**config.mk**
```make
export PLATFORM = sky130hd
export DESIGN_NAME = ld_frame_scheduler
export DESIGN_NICKNAME = d
export VERILOG_FILES = /design/src/rtl/ld_sched_pkg.sv /design/src/rtl/ld_pos_counter.sv /design/src/rtl/ld_frame_scheduler.sv
export SDC_FILE = /design/constraint.sdc
export NUM_CORES = 1
export LEC_CHECK = 0
export ABC_AREA = 1
export CAP_MARGIN = 20
export CORE_MARGIN = 2
export CORE_UTILIZATION = 25
export CTS_BUF_LIST = sky130_fd_sc_hd__clkbuf_4 sky130_fd_sc_hd__clkbuf_8
export CTS_CLUSTER_SIZE = 20
export DETAILED_ROUTE_END_ITERATION = 7
export DONT_BUFFER_PORTS = 1
export PLACE_DENSITY = 0.48
export SYNTH_ARGS = -nofsm -noshare
export SYNTH_HDL_FRONTEND = slang
export SYNTH_SLANG_ARGS = --single-unit
```
**constraint.sdc**
```tcl
create_clock -name clk -period 2.75 [get_ports clk]
set_input_delay 0.55 -clock clk [delete_from_list [all_inputs] [get_ports clk]]
set_output_delay 0.55 -clock clk [all_outputs]
set_load 0.1 [all_outputs]
```
**src/rtl/ld_sched_pkg.sv**
```systemverilog
// Shared types and width helpers for the lane-detection frame scheduler.
// Pure declarations, no logic.
// No flow control here.
package ld_sched_pkg;

    typedef enum logic [2:0] {
        IDLE,
        SYNC,
        STREAM,
        PAD,
        WAIT_RES
    } state_e;

    typedef enum logic {
        LINE,
        FRAME
    } pad_mode_e;

    // Bits needed to index 0..n-1 along a line.
    function automatic int cnt_w(input int n);
        return (n > 1) ? $clog2(n) : 1;
    endfunction

    // Bits needed to index 0..n-1 down the frame.
    function automatic int row_w(input int n);
        return (n > 1) ? $clog2(n) : 1;
    endfunction

endpackage

```
**src/rtl/ld_pos_counter.sv**
```systemverilog
// Column/row position tracker for the output pixel stream.
// Latency: eol/eof reflect the current registered position; updates one cycle after inc.
// Backpressure: none; the caller pulses inc only on a completed output beat.
module ld_pos_counter
    import ld_sched_pkg::*;
#(
    parameter int IMG_WIDTH  = 416,
    parameter int IMG_LENGTH = 416
) (
    input  logic clk,
    input  logic rst_n,
    input  logic inc,
    input  logic clr,
    output logic eol,
    output logic eof
);

    localparam int COL_BITS = cnt_w(IMG_WIDTH);
    localparam int ROW_BITS = row_w(IMG_LENGTH);

    logic [COL_BITS-1:0] col_q, col_d;
    logic [ROW_BITS-1:0] row_q, row_d;

    assign eol = (col_q == COL_BITS'(IMG_WIDTH - 1));
    assign eof = eol && (row_q == ROW_BITS'(IMG_LENGTH - 1));

    always_comb begin
        col_d = col_q;
        row_d = row_q;
        if (clr) begin
            col_d = '0;
            row_d = '0;
        end else if (inc) begin
            if (eol) begin
                col_d = '0;
                row_d = eof ? '0 : row_q + ROW_BITS'(1);
            end else begin
                col_d = col_q + COL_BITS'(1);
            end
        end
    end

    always_ff @(posedge clk) begin
        if (!rst_n) begin
            col_q <= '0;
            row_q <= '0;
        end else begin
            col_q <= col_d;
            row_q <= row_d;
        end
    end

endmodule

```
**src/rtl/ld_frame_scheduler.sv**
```systemverilog
// Frame sequencer in front of the lane-detection pipeline: SOF align, pad/trim, result latch.
// Latency: zero-cycle pass-through while streaming; res_* and timeout appear one cycle after the event.
// Backpressure: s_axis_tready follows m_axis_tready while streaming; LD_SCHED_WATCHDOG_EN adds a WAIT_RES timeout.
module ld_frame_scheduler
    import ld_sched_pkg::*;
#(
    parameter int                   AXI_WIDTH   = 24,
    parameter int                   IMG_WIDTH   = 416,
    parameter int                   IMG_LENGTH  = 416,
    parameter logic [AXI_WIDTH-1:0] PAD_VALUE   = '0,
    parameter int                   WDOG_CYCLES = 2**20,
    localparam int                  CW          = $clog2(IMG_WIDTH) + 1
) (
    input  logic                 clk,
    input  logic                 rst_n,
    input  logic                 enable,
    input  logic [AXI_WIDTH-1:0] s_axis_tdata,
    input  logic                 s_axis_tvalid,
    input  logic                 s_axis_tuser,
    input  logic                 s_axis_tlast,
    output logic                 s_axis_tready,
    output logic [AXI_WIDTH-1:0] m_axis_tdata,
    output logic                 m_axis_tvalid,
    input  logic                 m_axis_tready,
    input  logic                 ld_valid,
    input  logic [3:0]           ld_lanes,
    input  logic [3:0]           ld_cur_lane,
    input  logic [CW-1:0]        ld_left,
    input  logic [CW-1:0]        ld_right,
    output logic                 res_valid,
    output logic [3:0]           res_lanes,
    output logic [3:0]           res_cur_lane,
    output logic [CW-1:0]        res_left,
    output logic [CW-1:0]        res_right,
    output logic                 busy,
    output logic [15:0]          frames_done,
    output logic [15:0]          frames_dropped,
    output logic                 timeout
);

    state_e         state_q, state_d;
    pad_mode_e      pad_mode_q, pad_mode_d;
    logic           drop_q, drop_d;
    logic [15:0]    frames_done_q, frames_done_d;
    logic [15:0]    frames_dropped_q, frames_dropped_d;
    logic           res_valid_q, res_valid_d;
    logic [3:0]     res_lanes_q, res_lanes_d;
    logic [3:0]     res_cur_lane_q, res_cur_lane_d;
    logic [CW-1:0]  res_left_q, res_left_d;
    logic [CW-1:0]  res_right_q, res_right_d;

    logic pos_inc;
    logic pos_clr;
    logic pos_eol;
    logic pos_eof;
    logic wait_enter;

`ifdef LD_SCHED_WATCHDOG_EN
    localparam int WDOG_W = $clog2(WDOG_CYCLES) + 1;

    logic              timeout_q, timeout_d;
    logic [WDOG_W-1:0] wdog_cnt_q, wdog_cnt_d;

    // Counts only while parked in WAIT_RES, so every entry starts from zero.
    assign wdog_cnt_d = (state_q == WAIT_RES) ? wdog_cnt_q + WDOG_W'(1) : '0;
    assign timeout    = timeout_q;

    always_ff @(posedge clk) begin
        if (!rst_n) begin
            timeout_q  <= 1'b0;
            wdog_cnt_q <= '0;
        end else begin
            timeout_q  <= timeout_d;
            wdog_cnt_q <= wdog_cnt_d;
        end
    end
`else
    assign timeout = 1'b0;
`endif

    ld_pos_counter #(
        .IMG_WIDTH  (IMG_WIDTH),
        .IMG_LENGTH (IMG_LENGTH)
    ) u_pos (
        .clk   (clk),
        .rst_n (rst_n),
        .inc   (pos_inc),
        .clr   (pos_clr),
        .eol   (pos_eol),
        .eof   (pos_eof)
    );

    always_comb begin
        state_d          = state_q;
        pad_mode_d       = pad_mode_q;
        drop_d           = drop_q;
        frames_done_d    = frames_done_q;
        frames_dropped_d = frames_dropped_q;
        res_valid_d      = 1'b0;
        res_lanes_d      = res_lanes_q;
        res_cur_lane_d   = res_cur_lane_q;
        res_left_d       = res_left_q;
        res_right_d      = res_right_q;
`ifdef LD_SCHED_WATCHDOG_EN
        timeout_d        = 1'b0;
`endif
        s_axis_tready    = 1'b0;
        m_axis_tvalid    = 1'b0;
        m_axis_tdata     = '0;
        pos_inc          = 1'b0;
        pos_clr          = 1'b0;
        wait_enter       = 1'b0;

        unique case (state_q)
            IDLE: begin
                pos_clr = 1'b1;
                if (enable) state_d = SYNC;
            end

            SYNC: begin
                if (s_axis_tvalid && s_axis_tuser) begin
                    m_axis_tvalid = 1'b1;
                    m_axis_tdata  = s_axis_tdata;
                    s_axis_tready = m_axis_tready;
                    if (m_axis_tready) begin
                        pos_inc = 1'b1;
                        drop_d  = 1'b0;
                        state_d = STREAM;
                    end
                end else begin
                    s_axis_tready = 1'b1;
                    // Only abandon the hunt when no SOF beat is on offer downstream.
                    if (!enable) state_d = IDLE;
                end
            end

            STREAM: begin
                if (s_axis_tvalid && s_axis_tuser) begin
                    pad_mode_d = FRAME;
                    drop_d     = 1'b0;
                    state_d    = PAD;
                end else if (drop_q) begin
                    s_axis_tready = 1'b1;
                    if (s_axis_tvalid && s_axis_tlast) drop_d = 1'b0;
                end else begin
                    m_axis_tvalid = s_axis_tvalid;
                    m_axis_tdata  = s_axis_tdata;
                    s_axis_tready = m_axis_tready;
                    if (s_axis_tvalid && m_axis_tready) begin
                        pos_inc = 1'b1;
                        if (pos_eof) begin
                            wait_enter = 1'b1;
                        end else if (pos_eol) begin
                            drop_d = !s_axis_tlast;
                        end else if (s_axis_tlast) begin
                            pad_mode_d = LINE;
                            state_d    = PAD;
                        end
                    end
                end
            end

            PAD: begin
                m_axis_tvalid = 1'b1;
                m_axis_tdata  = PAD_VALUE;
                if (m_axis_tready) begin
                    pos_inc = 1'b1;
                    if (pos_eof) begin
                        wait_enter = 1'b1;
                    end else if (pos_eol && (pad_mode_q == LINE)) begin
                        state_d = STREAM;
                    end
                end
            end

            WAIT_RES: begin
                pos_clr       = 1'b1;
                s_axis_tready = 1'b1;
                if (s_axis_tvalid && s_axis_tuser && (frames_dropped_q != 16'hFFFF)) begin
                    frames_dropped_d = frames_dropped_q + 16'd1;
                end
                if (ld_valid) begin
                    res_valid_d    = 1'b1;
                    res_lanes_d    = ld_lanes;
                    res_cur_lane_d = ld_cur_lane;
                    res_left_d     = ld_left;
                    res_right_d    = ld_right;
                    state_d        = enable ? SYNC : IDLE;
                end
`ifdef LD_SCHED_WATCHDOG_EN
                else if (wdog_cnt_q == WDOG_W'(WDOG_CYCLES - 1)) begin
                    timeout_d = 1'b1;
                    state_d   = enable ? SYNC : IDLE;
                end
`endif
            end

            default: state_d = IDLE;
        endcase

        if (wait_enter) begin
            state_d       = WAIT_RES;
            drop_d        = 1'b0;
            frames_done_d = frames_done_q + 16'd1;
        end
    end

    always_ff @(posedge clk) begin
        if (!rst_n) begin
            state_q          <= IDLE;
            pad_mode_q       <= LINE;
            drop_q           <= 1'b0;
            frames_done_q    <= '0;
            frames_dropped_q <= '0;
            res_valid_q      <= 1'b0;
            res_lanes_q      <= '0;
            res_cur_lane_q   <= '0;
            res_left_q       <= '0;
            res_right_q      <= '0;
        end else begin
            state_q          <= state_d;
            pad_mode_q       <= pad_mode_d;
            drop_q           <= drop_d;
            frames_done_q    <= frames_done_d;
            frames_dropped_q <= frames_dropped_d;
            res_valid_q      <= res_valid_d;
            res_lanes_q      <= res_lanes_d;
            res_cur_lane_q   <= res_cur_lane_d;
            res_left_q       <= res_left_d;
            res_right_q      <= res_right_d;
        end
    end

    assign busy           = (state_q != IDLE);
    assign frames_done    = frames_done_q;
    assign frames_dropped = frames_dropped_q;
    assign res_valid      = res_valid_q;
    assign res_lanes      = res_lanes_q;
    assign res_cur_lane   = res_cur_lane_q;
    assign res_left       = res_left_q;
    assign res_right      = res_right_q;

endmodule

```
; ---- Yosys cells after proc, flatten, opt, wreduce, memory -nomap -nowiden
; Cells that the tools add are included.
[op_classes]
addsub = 4
n_mul = 0
div_mod_pow = 0
n_lt_le_gt_ge = 0
n_eq_ne = 36
n_shift = 0
n_mux = 60
n_bitwise = 2
n_reduce_logical = 23
[ops]
columns = op, n
row1 = 2-to-1 mux 24 bit, 3
row2 = case mux 24 bit (2 select lines), 1
row3 = 2-to-1 mux 3 bit, 15
row4 = "inequality test 3 bit, second input constant", 12
row5 = 2-to-1 mux 1 bit, 33
row6 = "adder 16 x 1 -> 16 bit, second input constant", 2
row7 = "inequality test 4 bit, second input constant", 7
row8 = AND reduction 12 bit, 2
row9 = "adder 9 x 1 -> 9 bit, second input constant", 2
row10 = "== test 9 bit, second input constant", 2
row11 = 2-to-1 mux 9 bit, 2
row12 = "inequality test 16 bit, second input constant", 1
row13 = "inequality test 2 bit, second input constant", 8
row14 = case mux 3 bit (5 select lines), 1
row15 = case mux 1 bit (3 select lines), 3
row16 = AND reduction 2 bit, 4
row17 = "== test 3 x 2 -> 1 bit, second input constant", 2
row18 = logical AND 1 bit, 6
row19 = AND reduction 6 bit, 1
row20 = nonzero test 2 bit, 3
row21 = OR reduction 2 bit, 3
row22 = "inequality test 2 x 1 -> 1 bit, second input constant", 2
row23 = case mux 1 bit (2 select lines), 2
row24 = "== test 3 x 1 -> 1 bit, second input constant", 1
row25 = 6 further kinds, 7
[word_totals]
ff_bits = 84
latchBits = 0
ramBits = 0
romBits = 0
in_bits = 60
out_inout_bits = 89
elab_cells = 138
n_memories = 0

; ---- Logic depth before layout (Yosys ltp)
; Gate-level depths: netlist of the first run.
[depth]
word_depth = 9
ltp_mapped = 12
mapped_depth_nobuf = 12

; ---- By module
; A second synthesis of the first run with hierarchy kept.
[hier_totals]
hier_cells = 692
hier_area_um2 = 4635.7
[by_module_without_submodules]
columns = module, instances, cells_per_inst, area_each_um2, seq_area_each_um2
row1 = ld_frame_scheduler, 1, 545, 3628.5, 1321.3
row2 = ld_pos_counter, 1, 147, 1007.2, 360.3

; ---- Least setup slack after synthesis of the first run
; No wires, ideal clock.
[synth_timing]
path_type = input -> output
from = input s_axis_tuser
to = output m_axis_tdata[0]
t_arrival_ns = 2.491
required_time_ns = 2.200
path_slack_ns = -0.291
cell_stages = 8
path_buffers = 1
path_cell_list = nand2_1 nand2_1 inv_1 nand2_1 nand2_1 inv_1 buf_1 nor2_1
[synth_via]
elab_chain_len = 3
elab_cells_between_ends = 4
cone_classes = mux (3) / reduce/logical (1)
[synth_rtl]
columns = item, line_no
row1 = start: declaration, ld_frame_scheduler.sv:19  ; input logic s_axis_tuser,
row2 = logical AND 1 bit (*), "ld_frame_scheduler.sv:121, ld_frame_scheduler.sv:138"
row3 = 2-to-1 mux 24 bit (on tied branches), "ld_frame_scheduler.sv:138, ld_frame_scheduler.sv:121"
row4 = case mux 24 bit (2 select lines) (*), ld_frame_scheduler.sv:114  ; unique case (state_q)
row5 = end: declaration, ld_frame_scheduler.sv:22  ; output logic [AXI_WIDTH-1:0] m_axis_tdata,
; Every way passes the cells marked *; elsewhere a longest branch is shown, timed or not.

; ---- Final worst setup path of the first run
[layout_timing]
from = register state_q[0]
to = output m_axis_tdata[23]
[layout_via]
elab_chain_len = 2
elab_cells_between_ends = 3
cone_classes = eq/ne (2) / mux (1)
[layout_rtl]
columns = item, line_no
row1 = start: declaration, ld_frame_scheduler.sv:41  ; state_e state_q, state_d;
row2 = start signal: assignment, ld_frame_scheduler.sv:221  ; state_q <= state_d;
row3 = == test 3 x 2 -> 1 bit or == test 3 x 1 -> 1 bit (tied branches), ld_frame_scheduler.sv:114
row4 = case mux 24 bit (2 select lines) (*), ld_frame_scheduler.sv:114
; Marked as above.

==> results of run 1 <==
==> worst max-delay path: stages, from the launching register on <==
cell	delay [ns]
dfxtp_1	0.40
inv_1	0.12
nor3_2	0.27
nand2_1	0.15
nand2_1	0.09
inv_1	0.04
buf_4	0.23
nor2_2	0.18
buf_12	0.19
==> flip-flops by register name (all words and copies together) (netlist names) <==
name and cells:
frames_done 16, res_left 10, frames_dropped 16, state_q 3, drop_q 1, res_cur_lane 4
res_valid 1, res_right 10, pad_mode_q 1, u_pos.row_q 9, res_lanes 4, u_pos.col_q 9
==> metal layers <==
layer	wire length, um	up-vias	global-route usage [%]
met3	864	12	3.94
met1	5480	1828	16.6
met5	0	-	0
met4	144	0	4.44
met2	5270	111	20.2
li1	-	2175	-
==> synth_stat cells (all sizes together), types with 4 or more instances <==
cell type / count
dfxtp: 84
nand3: 71
ha: 4
nand2: 143
clkbuf: 11
buf: 10
a21oi: 62
nor3: 14
xor2: 6
nor2: 105
xnor2: 11
inv: 72
o21ai: 11
nand4: 10
==> timing repair <==
action,CTS,global route
hold buffers,0,0
endpoints found under the setup margin,0,24
hold endpoints to repair,0,0
resized for setup,0,1
==> area by class of cell <==
cell class,count,area [um2]
Clock buffer,9,124
Clock inverter,7,53.8
Fill cell,1753,11000
Inverter,75,288
Multi-Input combinational cell,457,2280
Sequential cell,84,1680
Tap cell,220,275
Timing Repair Buffer,78,918
==> cells by family after synthesis <==
| group | count (synthesis) | synth area share (%) |
|---|---|---|
| adder cells (fa/ha/maj) | 4 | 1.17 |
| flip-flops | 84 | 39.3 |
| multiplexers | 1 | 0.234 |
| XOR/XNOR | 17 | 3.48 |
| AO/OA/AOI/OAI | 80 | 9.97 |
| buffers and inverters | 96 | 8.92 |
| AND/OR/NAND/NOR | 354 | 36.8 |
| other | 1 | 0.0877 |
==> cells in the final DEF, fill, tap and decap left out, drive strengths merged, types with 2 or more instances in the layout <==
master,synthesis,layout
nor4,2,2
xor2,6,6
a31oi,2,2
and3,3,3
nand3b,3,3
ha,4,4
buf,10,78
nor2,105,105
or2,2,2
nand3,71,71
clkbuf,11,9
clkinv,3,4
inv,72,72
o21ai,11,11
xnor2,11,11
clkinvlp,0,6
nand4,10,10
a21oi,62,62
dfxtp,84,84
nand2,143,143
nor3,14,14
==> path summary, 6_finish.rpt <==
path / start / endpoint / depth (start not counted)
worst min register to register: res_left[1]$_SDFFE_PN0P_ / res_left[1]$_SDFFE_PN0P_ / 2
worst max register to register: frames_dropped[0]$_SDFFE_PN0P_ / frames_dropped[0]$_SDFFE_PN0P_ / 8
worst min-delay path: rst_n / frames_dropped[2]$_SDFFE_PN0P_ / 2
worst max-delay path: state_q[0]$_SDFFE_PP0P_ / m_axis_tdata[23] / 8
==> power by group through the flow <==
stage,logic (mW),registers [mW],clock network [mW]
global placement,1.39,1.27,0
CTS,1.38,1.24,0.853
floorplan,0.913,1.27,0
finish,1.38,1.25,0.810
detailed placement,1.38,1.27,0
global route,1.45,1.25,0.896
==> metrics by stage <==
step	total power, mW	hold WS, ns	std cells
after floorplan	2.18	0.444	637
after global placement	2.66	0.457	914
after detailed placement	2.65	0.459	914
after CTS	3.48	0.281	930
after global routing	3.59	0.289	930
final	3.43	0.308	930
==> out/results.ini, run 1 <==
[route]
drt_first_pass_iters=4
num_vias=4126
drcViolationCount=0
drt_iter0_markers=188
wl_per_cell_um=12.6
vias_per_cell=4.44
finalWirelength_um=11800
ant_nets=0

[cells_and_area]
layout-drive-gt1-share_pct=20.6
fin_nets=769
finish.utilization_pct=33.8
area_growth_pct=31.4
finish.instance_area_um2=5620
antennaDiodeCount=0

[synth]
synth_cell_types=41
synth_edf_count=0
seq_area_frac_synth_pct=39.3
yosysTopAreaCellShare_pct=39.3
yosysWarnings=0
ys.flop_type=dfxtp_1
netlist_instances=637
yosys.area.top_type=dfxtp_1
yosys-top-cells-area=dfxtp_1 (39%), nand2_1 (12%), nor2_1 (8.2%)
ys_ff_latch=84
ys_async_sr_fraction_pct=0
synth_nets=701
avgSynthCellArea_um2=6.72
syn_area_um2=4280

[pwr]
switchingPower_mw=1.46
intPower_mw=1.97
leakagePower_nw=2.16
combinationalPowerShare_pct=40.1
vdd_drop_max_v=0.000310
netSwitchingFraction_pct=42.6
clockPowerShare_pct=23.6
seqPwrFrac_pct=36.3
power.density_nw_per_um2=611

[placed_design]
io_buffer_count=0
dp_hpwl_um=8730
place_area_um2=5440
gp_congestion=0.804
pre_cts_slack_ns=0.535

[sta]
final-hold-violation-count=0
fmax_mhz=386
setup_tns_ns=0
drv_slew=0
period_share_pct=94.1
finalSetupViolCount=0
rsz0062_at_grt=no
tightest_slew_ns=0.993
fin_crit_ns=2.59
setup_slack_ns=0.162
relSlewSlack_pct=33.7
finalClockSkew_ns=0.00645

[clock_network]
clk_pin_slew_worst_paths_ns=0.09
postCtsSetupBuffers=0
clockBufferDepth=2
clock-sinks=84
clock_tree.root_cell=clkbuf_8
numCtsBuffers=9
h-tree-depth=3
cts_tree=yes
clk_latency_ns=0.36

[die]
start_util_pct=25.7
core_um2=16600
rows=47
die_area_um2=18200
die_width_um=135
die_height_um=135
io_pins=149

[run_status]
status=finished clean

[worst_setup_path]
crit_type=flip-flop to output port
worstSetupEndpointType=output port
timing.reg2reg.setup_slack_ns=0.72
worstPathArrival_ns=2.04
crit_required_ns=2.20
cp-start-kind=flip-flop
worstPathMaxFanout=24

[global_routing]
grt_max_degree=51
grt.total_usage_pct=12.8
antenna_found_initial=0
grt_pass1_vias=3814
grt_pass1_wl_um=18800
globalRoute.totalOverflow=0

[run]
max-cap-violations=0

[hold_path]
hp-class=primary input to flip-flop

Power figures use the tool's default switching activity.
==> run 2: changes to the inputs <==
Settings changed: SLEW_MARGIN set to 25.
==> results of run 2 <==
Final layout, timing and power as in run 1 (identical DEF).
==> run 3: changes to the inputs <==
Settings changed: CORE_MARGIN 2 to 3, SYNTH_HIERARCHICAL set to 1.
==> run 3 against run 2 <==
Compared with the run above: power increased by 5.1%; largest power group unchanged; register-to-register slack worse by 0.28 ns; core utilization shrank 2.7 points; non-clock buffer count fell by 1; critical endpoint is now m_axis_tdata[20]; hold slack lost 0.012 ns.
==> out/results.ini, run 3 <==
[run_status]
status=finished clean

[sta]
fmax_mhz=398
finalSetupViolCount=0
setup_slack_ns=0.239
finalClockSkew_ns=0.0169
drv_slew=0
setup_tns_ns=0
whs_ns=0.296
final-hold-violation-count=0
relSlewSlack_pct=30.2
fin_crit_ns=2.51
tightest_slew_ns=1.05
rsz0062_at_grt=no
period_share_pct=91.3

[global_routing]
grt_pass1_wl_um=19400
antenna_found_initial=0
grt.total_usage_pct=11.9
grt_pass1_vias=3921
globalRoute.totalOverflow=0
grt_max_degree=48

[die]
core_um2=18100
io_pins=149
die_width_um=142
start_util_pct=25.6
die_height_um=142
die_area_um2=20200
rows=49

[synth]
yosysMostFrequentCell=nand2_1
avgSynthCellArea_um2=6.70
seq_area_frac_synth_pct=36.3
ys.flop_type=dfxtp_1
synth_commonest_cells=nand2_1 (147), inv_1 (104), nor2_1 (102)
synth_cell_types=43
ys_async_sr_fraction_pct=0
yosys.area.top_type=dfxtp_1
netlist_instances=692
yosysTopAreaCellShare_pct=36.3
yosys-top-cells-area=dfxtp_1 (36%), nand2_1 (12%), inv_1 (8.4%)
synth_nets=756
syn_area_um2=4640
synth_edf_count=0
yosysWarnings=6
ys_ff_latch=84

[hold_path]
hold_end=state_q[2]$_SDFFE_PN0P_
hp-class=primary input to flip-flop
hp-start=rst_n
min_path_cells=2

[worst_setup_path]
cp-start-kind=flip-flop
slowest_stage=dfxtp_1
crit_top_cell=inv_1
crit_type=flip-flop to output port
worstPathArrival_ns=1.96
crit_required_ns=2.20
reg2reg_from=u_pos/col_q[0]$_SDFFE_PP0P_
path_cells=inv_1 > nand3_1 > nor2_1 > inv_1 > o21ai_2 > inv_4 > nor2_2 > buf_4
max_stage_delay_ns=0.55
worstPathMaxFanout=24
r2r-end=frames_done[1]$_SDFFE_PN0P_
critical_path_buf_inv_count=4
timing.reg2reg.setup_slack_ns=0.44
rr_worst_depth=12
critPathTopFamily=buffers and inverters
worstSetupEndpointType=output port

[placed_design]
dp_hpwl_um=9020
place_inst=977
gp_congestion=0.761
io_buffer_count=0
place_area_um2=5420
pre_cts_slack_ns=0.443

[route]
ant_nets=0
drcViolationCount=0
wl_per_cell_um=12.2
num_vias=4308
finalWirelength_um=12100
drt_iter0_markers=200
vias_per_cell=4.34
drt_first_pass_iters=4

[run]
max-cap-violations=0

[clock_network]
clock_tree.root_cell=clkbuf_8
clock-sinks=84
cts_tree=yes
ctsHoldBuffers=0
postCtsSetupBuffers=0
clk_latency_ns=0.37
numCtsBuffers=9
clk_pin_slew_worst_paths_ns=0.09
clockBufferDepth=2
h-tree-depth=3
cts_resized=0

[pwr]
power.density_nw_per_um2=642
power_mw=3.61
vdd_drop_max_v=0.000252
leakagePower_nw=2.43

[cells_and_area]
mostFrequentLayoutCells=nand2_1 (147), inv_1 (104), dfxtp_1 (84)
antennaDiodeCount=0
layout-drive-gt1-share_pct=21.3
fin_nets=823
finish.instance_area_um2=5620
layout_commonest_cell=nand2_1
finish.utilization_pct=31.1
area_growth_pct=21.2
fin_cells=993

==> run 3: cell count changes in the layout (fill, tap and decap cells not counted), moves of 4 or more <==
cell and change:
clkinvlp_4 -4, nand2_2 +6, buf_12 -25, nor2_1 +8
xor2_1 +6, nor3_1 -8, buf_4 +25, nand2_1 +10
xnor2_1 -7, nor2_2 -4, inv_1 +35, o21ai_0 +27
nand3_1 -31
==> run 3: cell families after synthesis <==
logic type	synth area share, %
and+or+nand+nor	34.4
buffers and inverters	12.6
AOI/OAI and AO/OA	12.6
DFF	36.3
xor gates and xnor gates	3.02
adders and majority gates	1.08
other	0.0809
==> run 3: how the worst max path moves through the flow <==
stage	start	endpoint	slack [ns]	cells past startpoint
3_3_place_gp	u_pos/col_q[0]$_SDFFE_PP0P_	frames_done[1]$_SDFFE_PN0P_	0.45	12
6_report	state_q[1]$_SDFFE_PP0P_	m_axis_tdata[20]	0.24	8
3_5_place_dp	u_pos/col_q[0]$_SDFFE_PP0P_	frames_done[1]$_SDFFE_PN0P_	0.44	12
5_1_grt	state_q[1]$_SDFFE_PP0P_	m_axis_tdata[5]	0.04	8
4_1_cts	state_q[1]$_SDFFE_PP0P_	m_axis_tdata[20]	0.04	8
2_1_floorplan	s_axis_tuser	m_axis_tdata[0]	-0.19	6
==> run 3: report_power, final <==
group | leakage, nW | switching (mW) | total, mW | internal, mW
logic | 1.65 | 1.12 | 1.39 | 0.273
registers | 0.677 | 0.0359 | 1.27 | 1.23
clock network | 0.0969 | 0.510 | 0.949 | 0.438
==> run 3: area by class of cell <==
class | instances | area, um2
repair buffers | 77 | 578
inverters | 113 | 434
clock inverters | 6 | 71.3
fillers | 1967 | 12500
multi-input cells | 474 | 2440
flip-flops and latches | 84 | 1680
well taps | 229 | 287
clock buffers | 10 | 131
==> run 3: routing by layer <==
metal	track usage, %	part of all wire (%)	wire [um]
met1	15.2	47	5660
met2	18.1	42	5140
met3	4.84	9.6	1160
met4	4.39	1.3	156
met5	0	0	0
